$ cat config.mk
export PLATFORM = sky130hd
export DESIGN_NAME = branch_unit_flat
export DESIGN_NICKNAME = d
export VERILOG_FILES = /design/src/rtl/branch_pkg.sv /design/src/rtl/branch_unit_if.sv /design/src/rtl/branch_cmp.sv /design/src/rtl/branch_unit.sv /design/src/flat_wrapper.sv
export SDC_FILE = /design/constraint.sdc
export NUM_CORES = 1
export LEC_CHECK = 0
export CAP_MARGIN = 25
export CORE_MARGIN = 3
export CORE_UTILIZATION = 50
export DETAILED_ROUTE_END_ITERATION = 10
export PLACE_DENSITY = 0.95
export SYNTH_ARGS = -nofsm -noshare
export SYNTH_HDL_FRONTEND = slang
export SYNTH_HIERARCHICAL = 1
export SYNTH_SLANG_ARGS = --single-unit
$ cat constraint.sdc
create_clock -name clk -period 7 [get_ports clk]
set_clock_uncertainty 0.2 [all_clocks]
set_input_delay 1.05 -clock clk [delete_from_list [all_inputs] [get_ports clk]]
set_output_delay 1.05 -clock clk [all_outputs]
set_load 0.1 [all_outputs]
$ cat src/rtl/branch_pkg.sv
// Shared constants for the branch resolution unit: funct3 encodings and stats width.
// Optional statistics counters are enabled with BRANCH_UNIT_STATS_EN.
package branch_pkg;

  localparam logic [2:0] F3_BEQ  = 3'b000;
  localparam logic [2:0] F3_BNE  = 3'b001;
  localparam logic [2:0] F3_BLT  = 3'b100;
  localparam logic [2:0] F3_BGE  = 3'b101;
  localparam logic [2:0] F3_BLTU = 3'b110;
  localparam logic [2:0] F3_BGEU = 3'b111;

  localparam int STAT_W = 32;

endpackage

$ cat src/rtl/branch_unit_if.sv
// Request/response bundle between the ID/EX latch, the branch unit and the PC-select logic.
// master = upstream/downstream environment, slave = the branch unit.
interface branch_unit_if #(
  parameter int DATA_SIZE = 32,
  parameter int ADDR_SIZE = 32
);
  logic                 in_valid;
  logic                 in_ready;
  logic [2:0]           in_funct3;
  logic [DATA_SIZE-1:0] in_rs1;
  logic [DATA_SIZE-1:0] in_rs2;
  logic [ADDR_SIZE-1:0] in_pc;
  logic [ADDR_SIZE-1:0] in_imm;
  logic                 in_pred_taken;
  logic                 out_valid;
  logic                 out_ready;
  logic                 out_taken;
  logic                 out_mispredict;
  logic [ADDR_SIZE-1:0] out_redirect_pc;
  logic                 out_illegal;
  logic                 out_misaligned;

  modport master (
    output in_valid, in_funct3, in_rs1, in_rs2, in_pc, in_imm, in_pred_taken, out_ready,
    input  in_ready, out_valid, out_taken, out_mispredict, out_redirect_pc,
           out_illegal, out_misaligned
  );

  modport slave (
    input  in_valid, in_funct3, in_rs1, in_rs2, in_pc, in_imm, in_pred_taken, out_ready,
    output in_ready, out_valid, out_taken, out_mispredict, out_redirect_pc,
           out_illegal, out_misaligned
  );
endinterface

$ cat src/rtl/branch_cmp.sv
// Combinational operand comparator: equality, signed less-than, unsigned less-than.
module branch_cmp #(
  parameter int DATA_SIZE = 32
) (
  input  logic [DATA_SIZE-1:0] a,
  input  logic [DATA_SIZE-1:0] b,
  output logic                 eq,
  output logic                 slt,
  output logic                 ult
);

  logic signed [DATA_SIZE-1:0] a_s;
  logic signed [DATA_SIZE-1:0] b_s;

  assign a_s = a;
  assign b_s = b;

  assign eq  = (a == b);
  assign slt = (a_s < b_s);
  assign ult = (a < b);

endmodule

$ cat src/rtl/branch_unit.sv
// Pipelined branch resolution unit (1 or 2 stages) with valid/ready on both sides.
// Define BRANCH_UNIT_STATS_EN to add branch/taken/mispredict counters.
module branch_unit
  import branch_pkg::*;
#(
  parameter int DATA_SIZE   = 32,
  parameter int ADDR_SIZE   = 32,
  parameter int PIPE_STAGES = 1
) (
  input  logic              clk,
  input  logic              rst_n,
  input  logic              flush,
  branch_unit_if.slave      bus
`ifdef BRANCH_UNIT_STATS_EN
  ,
  output logic [STAT_W-1:0] stat_branches,
  output logic [STAT_W-1:0] stat_taken,
  output logic [STAT_W-1:0] stat_mispredicts
`endif
);

  typedef struct packed {
    logic                 taken;
    logic                 mispredict;
    logic                 illegal;
    logic                 misaligned;
    logic [ADDR_SIZE-1:0] redirect;
  } res_t;

  function automatic res_t resolve(
    input logic [2:0]           f3,
    input logic                 eq,
    input logic                 slt,
    input logic                 ult,
    input logic [ADDR_SIZE-1:0] target,
    input logic [ADDR_SIZE-1:0] fall,
    input logic                 pred
  );
    res_t r;
    logic cond;
    logic ill;
    cond = 1'b0;
    ill  = 1'b0;
    case (f3)
      F3_BEQ:  cond = eq;
      F3_BNE:  cond = !eq;
      F3_BLT:  cond = slt;
      F3_BGE:  cond = !slt;
      F3_BLTU: cond = ult;
      F3_BGEU: cond = !ult;
      default: ill  = 1'b1;
    endcase
    r.taken      = cond;
    r.illegal    = ill;
    r.misaligned = cond && (target[1:0] != 2'b00);
    r.mispredict = (cond != pred) || ill || r.misaligned;
    r.redirect   = cond ? target : fall;
    return r;
  endfunction

  logic                 eq_c;
  logic                 slt_c;
  logic                 ult_c;
  logic [ADDR_SIZE-1:0] target_c;
  logic [ADDR_SIZE-1:0] fall_c;

  branch_cmp #(.DATA_SIZE(DATA_SIZE)) u_cmp (
    .a   (bus.in_rs1),
    .b   (bus.in_rs2),
    .eq  (eq_c),
    .slt (slt_c),
    .ult (ult_c)
  );

  assign target_c = bus.in_pc + bus.in_imm;
  assign fall_c   = bus.in_pc + ADDR_SIZE'(4);

  logic vld_p1;
  res_t res_p1;
  logic rdy_p1;
  logic up_vld;
  res_t up_res;
  logic in_rdy;

  assign rdy_p1       = !vld_p1 || bus.out_ready;
  assign bus.in_ready = in_rdy && !flush;

  generate
    if (PIPE_STAGES == 1) begin : g_pipe1
      assign up_vld = bus.in_valid;
      assign up_res = resolve(bus.in_funct3, eq_c, slt_c, ult_c, target_c, fall_c,
                              bus.in_pred_taken);
      assign in_rdy = rdy_p1;
    end else if (PIPE_STAGES == 2) begin : g_pipe2
      logic                 vld_p0;
      logic                 rdy_p0;
      logic                 eq_p0;
      logic                 slt_p0;
      logic                 ult_p0;
      logic                 pred_p0;
      logic [2:0]           f3_p0;
      logic [ADDR_SIZE-1:0] target_p0;
      logic [ADDR_SIZE-1:0] fall_p0;

      assign rdy_p0 = !vld_p0 || rdy_p1;

      // Stage A: compare flags and both candidate PCs are captured
      always_ff @(posedge clk) begin
        if (!rst_n) begin
          vld_p0 <= 1'b0;
        end else if (flush) begin
          vld_p0 <= 1'b0;
        end else if (rdy_p0) begin
          vld_p0 <= bus.in_valid;
        end
      end

      always_ff @(posedge clk) begin
        if (rdy_p0 && bus.in_valid) begin
          eq_p0     <= eq_c;
          slt_p0    <= slt_c;
          ult_p0    <= ult_c;
          pred_p0   <= bus.in_pred_taken;
          f3_p0     <= bus.in_funct3;
          target_p0 <= target_c;
          fall_p0   <= fall_c;
        end
      end

      assign up_vld = vld_p0;
      assign up_res = resolve(f3_p0, eq_p0, slt_p0, ult_p0, target_p0, fall_p0, pred_p0);
      assign in_rdy = rdy_p0;
    end else begin : g_bad
      $error("branch_unit: PIPE_STAGES must be 1 or 2");
      assign up_vld = 1'b0;
      assign up_res = '0;
      assign in_rdy = 1'b0;
    end
  endgenerate

  // Output stage: resolved result held until the consumer takes it
  always_ff @(posedge clk) begin
    if (!rst_n) begin
      vld_p1 <= 1'b0;
      res_p1 <= '0;
    end else if (flush) begin
      vld_p1 <= 1'b0;
    end else if (rdy_p1) begin
      vld_p1 <= up_vld;
      if (up_vld) begin
        res_p1 <= up_res;
      end
    end
  end

  assign bus.out_valid       = vld_p1;
  assign bus.out_taken       = res_p1.taken;
  assign bus.out_mispredict  = res_p1.mispredict;
  assign bus.out_illegal     = res_p1.illegal;
  assign bus.out_misaligned  = res_p1.misaligned;
  assign bus.out_redirect_pc = res_p1.redirect;

`ifdef BRANCH_UNIT_STATS_EN
  // A result handed over during a flush still counts as delivered
  logic fire;
  assign fire = vld_p1 && bus.out_ready;

  always_ff @(posedge clk) begin
    if (!rst_n) begin
      stat_branches    <= '0;
      stat_taken       <= '0;
      stat_mispredicts <= '0;
    end else if (fire) begin
      stat_branches <= stat_branches + 1'b1;
      if (res_p1.taken) begin
        stat_taken <= stat_taken + 1'b1;
      end
      if (res_p1.mispredict) begin
        stat_mispredicts <= stat_mispredicts + 1'b1;
      end
    end
  end
`endif

endmodule

$ cat src/flat_wrapper.sv
// flat-port wrapper written by rule: the top's interface ports become plain ports
module branch_unit_flat import branch_pkg::*;
#(
  parameter int DATA_SIZE   = 32,
  parameter int ADDR_SIZE   = 32,
  parameter int PIPE_STAGES = 1
)
  (clk, rst_n, flush, bus_in_valid, bus_in_funct3, bus_in_rs1, bus_in_rs2, bus_in_pc, bus_in_imm, bus_in_pred_taken, bus_out_ready, bus_in_ready, bus_out_valid, bus_out_taken, bus_out_mispredict, bus_out_redirect_pc, bus_out_illegal, bus_out_misaligned);
  branch_unit_if #(.DATA_SIZE(DATA_SIZE), .ADDR_SIZE(ADDR_SIZE)) bus_i ();
  input  logic clk;
  input  logic rst_n;
  input  logic flush;
  input wire logic [$bits(bus_i.in_valid)-1:0] bus_in_valid;
  input wire logic [$bits(bus_i.in_funct3)-1:0] bus_in_funct3;
  input wire logic [$bits(bus_i.in_rs1)-1:0] bus_in_rs1;
  input wire logic [$bits(bus_i.in_rs2)-1:0] bus_in_rs2;
  input wire logic [$bits(bus_i.in_pc)-1:0] bus_in_pc;
  input wire logic [$bits(bus_i.in_imm)-1:0] bus_in_imm;
  input wire logic [$bits(bus_i.in_pred_taken)-1:0] bus_in_pred_taken;
  input wire logic [$bits(bus_i.out_ready)-1:0] bus_out_ready;
  output wire logic [$bits(bus_i.in_ready)-1:0] bus_in_ready;
  output wire logic [$bits(bus_i.out_valid)-1:0] bus_out_valid;
  output wire logic [$bits(bus_i.out_taken)-1:0] bus_out_taken;
  output wire logic [$bits(bus_i.out_mispredict)-1:0] bus_out_mispredict;
  output wire logic [$bits(bus_i.out_redirect_pc)-1:0] bus_out_redirect_pc;
  output wire logic [$bits(bus_i.out_illegal)-1:0] bus_out_illegal;
  output wire logic [$bits(bus_i.out_misaligned)-1:0] bus_out_misaligned;
  assign bus_i.in_valid = bus_in_valid;
  assign bus_i.in_funct3 = bus_in_funct3;
  assign bus_i.in_rs1 = bus_in_rs1;
  assign bus_i.in_rs2 = bus_in_rs2;
  assign bus_i.in_pc = bus_in_pc;
  assign bus_i.in_imm = bus_in_imm;
  assign bus_i.in_pred_taken = bus_in_pred_taken;
  assign bus_i.out_ready = bus_out_ready;
  assign bus_in_ready = bus_i.in_ready;
  assign bus_out_valid = bus_i.out_valid;
  assign bus_out_taken = bus_i.out_taken;
  assign bus_out_mispredict = bus_i.out_mispredict;
  assign bus_out_redirect_pc = bus_i.out_redirect_pc;
  assign bus_out_illegal = bus_i.out_illegal;
  assign bus_out_misaligned = bus_i.out_misaligned;
  branch_unit #(.DATA_SIZE(DATA_SIZE), .ADDR_SIZE(ADDR_SIZE), .PIPE_STAGES(PIPE_STAGES)) u_core (.clk(clk), .rst_n(rst_n), .flush(flush), .bus(bus_i));
endmodule
==> summary.txt <==
CTS tree = built
Mapped Nets = 847
Critical Path Sink Type = register
power per cell area = 143 nW/um^2
Post-CTS Setup Bufs = 0
Die Wd = 103 microns
synth warn = 6
count of cell types in the netlist = 63
DP Wirelength = 13.2 mm
vias in the first global route = 5603
Final GP Congestion = 1.01
worst-skew pair later-pin latency = 0.29 ns
Nets = 1008
floorplan core area = 8890 sq um
Post-CTS Hold Fix Bufs = 0
clock buffer depth = 2
max cap viols = 0
Post-synth ARST share = 0%
Starting Density = 52.6%
first-pass GRT wire length = 25.5 mm
Crit Path Category = in -> reg
Synth Register Bits = 37
Inserted Clock Buffers = 5
setup violators final = 0
PortBufs = 174
placed cells = 907
fmax = 0.197 GHz
Avg WL per Cell = 17.7 microns
root buf cell = clkbuf_8
commonest non-fill, non-tap cell in the layout = clkdlybuf4s50_1
Mean Syn Cell Area = 7.25 sq um
Lkg Pwr = 2.79 nW
mux share of post-synthesis cell area = 1.36%
Slew HR = 33.2%
Die Y = 103 microns
synthesized-area fraction occupied by adder cells = 17.5%
Hold/Removal Path Class = reg -> reg
Final TNS setup = 0 ns
Slew Limit Fails = 0
WP data arrival = 5.11 ns
Synth Instances = 645
Simple-Gate Fraction of Synth Area = 24.2%
routed vias = 5577
vias per inst = 6.10
die area = 10600 sq um
number of diodes = 0
register area share after synthesis = 15.8%
minimum clock period = 5.08 ns
Boundary Pins = 175
drt drc = 0
commonest non-fill, non-tap cells in the layout = clkdlybuf4s50_1, nand2_1, ha_1, nor2_1, a21oi_1
outcome = finished, final reports clean
CP required = 7.03 ns
slowest cell on the critical path = and2_1
initial antenna violation count = 0
post-placement setup slack = 1.67 ns
Sink Count = 37
Primary FF master, synth = dfxtp_1
global route overflow = 0
number of flops mapped to enable cells by yosys = 0
pin count of the biggest net entering global routing = 37
Synth Area in Compound Gates = 25.4%
# rows = 34
final hold violation count = 0
largest family of logic cells by synthesized area = compound AO/OA/AOI/OAI gates
Critical Path Source Type = input pin
WL final = 16.2 mm
Worst path max stage delay = 0.71 ns
Least-Margin Pin Slew = 0.999 ns
RSZ-0062 raised after global routing = no
CP Cell Sequence = clkdlybuf4s50_1 -> inv_1 -> ha_1 -> a21o_1 -> a221o_1 -> a221o_1 -> and2_4 -> nor4_2 -> mux2i_1 -> xnor2_1 -> nand2b_1 -> and2_1 -> nand2_1 -> o21ai_0 -> a31oi_1 -> nor2_1
drt initial violations = 457
Total Routing Usage GR = 30.1%
most numerous cell on the critical path = a221o_1
clock-pin slew on the worst setup and hold paths = 0.08 ns
crit path max fanout = 27
layout cells sized above 1 = 3.22%
XOR/XNOR Fraction of Synth Area = 9.74%
router iterations before antenna repair = 7
setup slack after layout = 1.92 ns
Antenna Nets Post-Route = 0
post-synthesis cell area = 4680 sq um
Fin Hold WS = 0.255 ns
CTS H-tree lvls = 2
post-route insts no fill = 915
IR drop worst, VDD = 0.0681 mV
PostCTS Resize Cnt = 0
Period Utilization, post-route = 72.5%
area growth from synthesis to layout = 40.6%
[power breakdown]
group	internal, W	switching, W	total (W)	leakage (nW)
registers	0.000226	0.0000100	0.000237	0.304
logic	0.000211	0.000328	0.000539	2.44
clock network	0.0000799	0.0000822	0.000162	0.0512
[cell families (layout without fill, tap and decap cells)]
logic type / Yosys count / after routing
buffers and inverters: 72 / 234
XOR/XNOR: 52 / 52
adder cells (fa/ha/maj): 65 / 65
multiplexers: 6 / 6
AND/OR/NAND/NOR: 232 / 232
flip-flops: 37 / 37
AO/OA/AOI/OAI: 181 / 181
[worst max-delay path: cells and delay by family]
family / cells / cell delay (ns)
AND/OR/NAND/NOR: 6 / 1.72
AO/OA/AOI/OAI: 5 / 1.30
multiplexers: 1 / 0.12
adder cells (fa/ha/maj): 1 / 0.28
XOR/XNOR: 1 / 0.13
buffers and inverters: 2 / 0.50
[metrics by stage]
stage	total power, W	instance area [sq um]	utilization [%]
detailed placement	0.000770	6480	72.9
global placement	0.000757	6480	72.9
global route	0.000986	6580	74.0
floorplan	0.000585	4680	-
CTS	0.000932	6580	74.0
finish	0.000938	6580	74.0
[cells in the mapped netlist, types with 5 or more instances]
cell type | n | area (sq um)
a211oi_1 | 10 | 75.1
o211ai_1 | 11 | 82.6
nor3_1 | 14 | 70.1
nand3_1 | 24 | 120
nor2_1 | 62 | 233
o21ai_0 | 35 | 175
a311oi_1 | 5 | 43.8
clkbuf_1 | 21 | 78.8
dfxtp_1 | 37 | 741
nand4_1 | 15 | 93.8
xnor2_1 | 30 | 263
a221oi_1 | 6 | 52.6
inv_1 | 50 | 188
and3_1 | 9 | 56.3
a21o_1 | 16 | 120
nand2b_1 | 11 | 68.8
a21oi_1 | 52 | 260
xor2_1 | 22 | 193
o21ai_1 | 5 | 25.0
ha_1 | 64 | 801
nand2_1 | 68 | 255
[area by class of cell]
cell class	count	area [sq um]
multi-input cells	536	3660
fillers	690	2320
repair buffers	176	1760
flip-flops and latches	37	741
inverters	50	188
well taps	108	135
clock buffers	6	82.6
clock inverters	2	13.8
[path summary, 6_finish.rpt]
| path | slack [ns] | to | depth (start not counted) | start |
|---|---|---|---|---|
| worst max-delay path | 1.92 | u_core/bus.out_redirect_pc[22] | 16 | bus_in_rs2[25] |
| worst min-delay path | 0.26 | u_core/bus.out_misaligned | 2 | u_core/bus.out_misaligned |
| worst max register to register | 4.43 | u_core/bus.out_redirect_pc[30] | 7 | u_core/bus.out_valid |
| worst min register to register | 0.26 | u_core/bus.out_misaligned | 2 | u_core/bus.out_misaligned |
[state kept, by name, summed over array words and instances (netlist names)]
name and count:
u_core/bus.out_mispredict 1, u_core/bus.out_misaligned 1, u_core/bus.out_redirect_pc 32, u_core/bus.out_valid 1, u_core/bus.out_illegal 1, u_core/bus.out_taken 1
[routing by layer]
metal / vias to the layer above / wire, microns / global-route usage, % / part of all wire, %
met4: 0 / 543 / 13.2 / 3.4
met2: 329 / 7850 / 53.2 / 49
met1: 2540 / 6170 / 34.1 / 38
met3: 60 / 1590 / 7.44 / 9.8
met5: - / 0 / 0 / 0
li1: 2648 / - / - / -
Power figures use the tool's default switching activity.
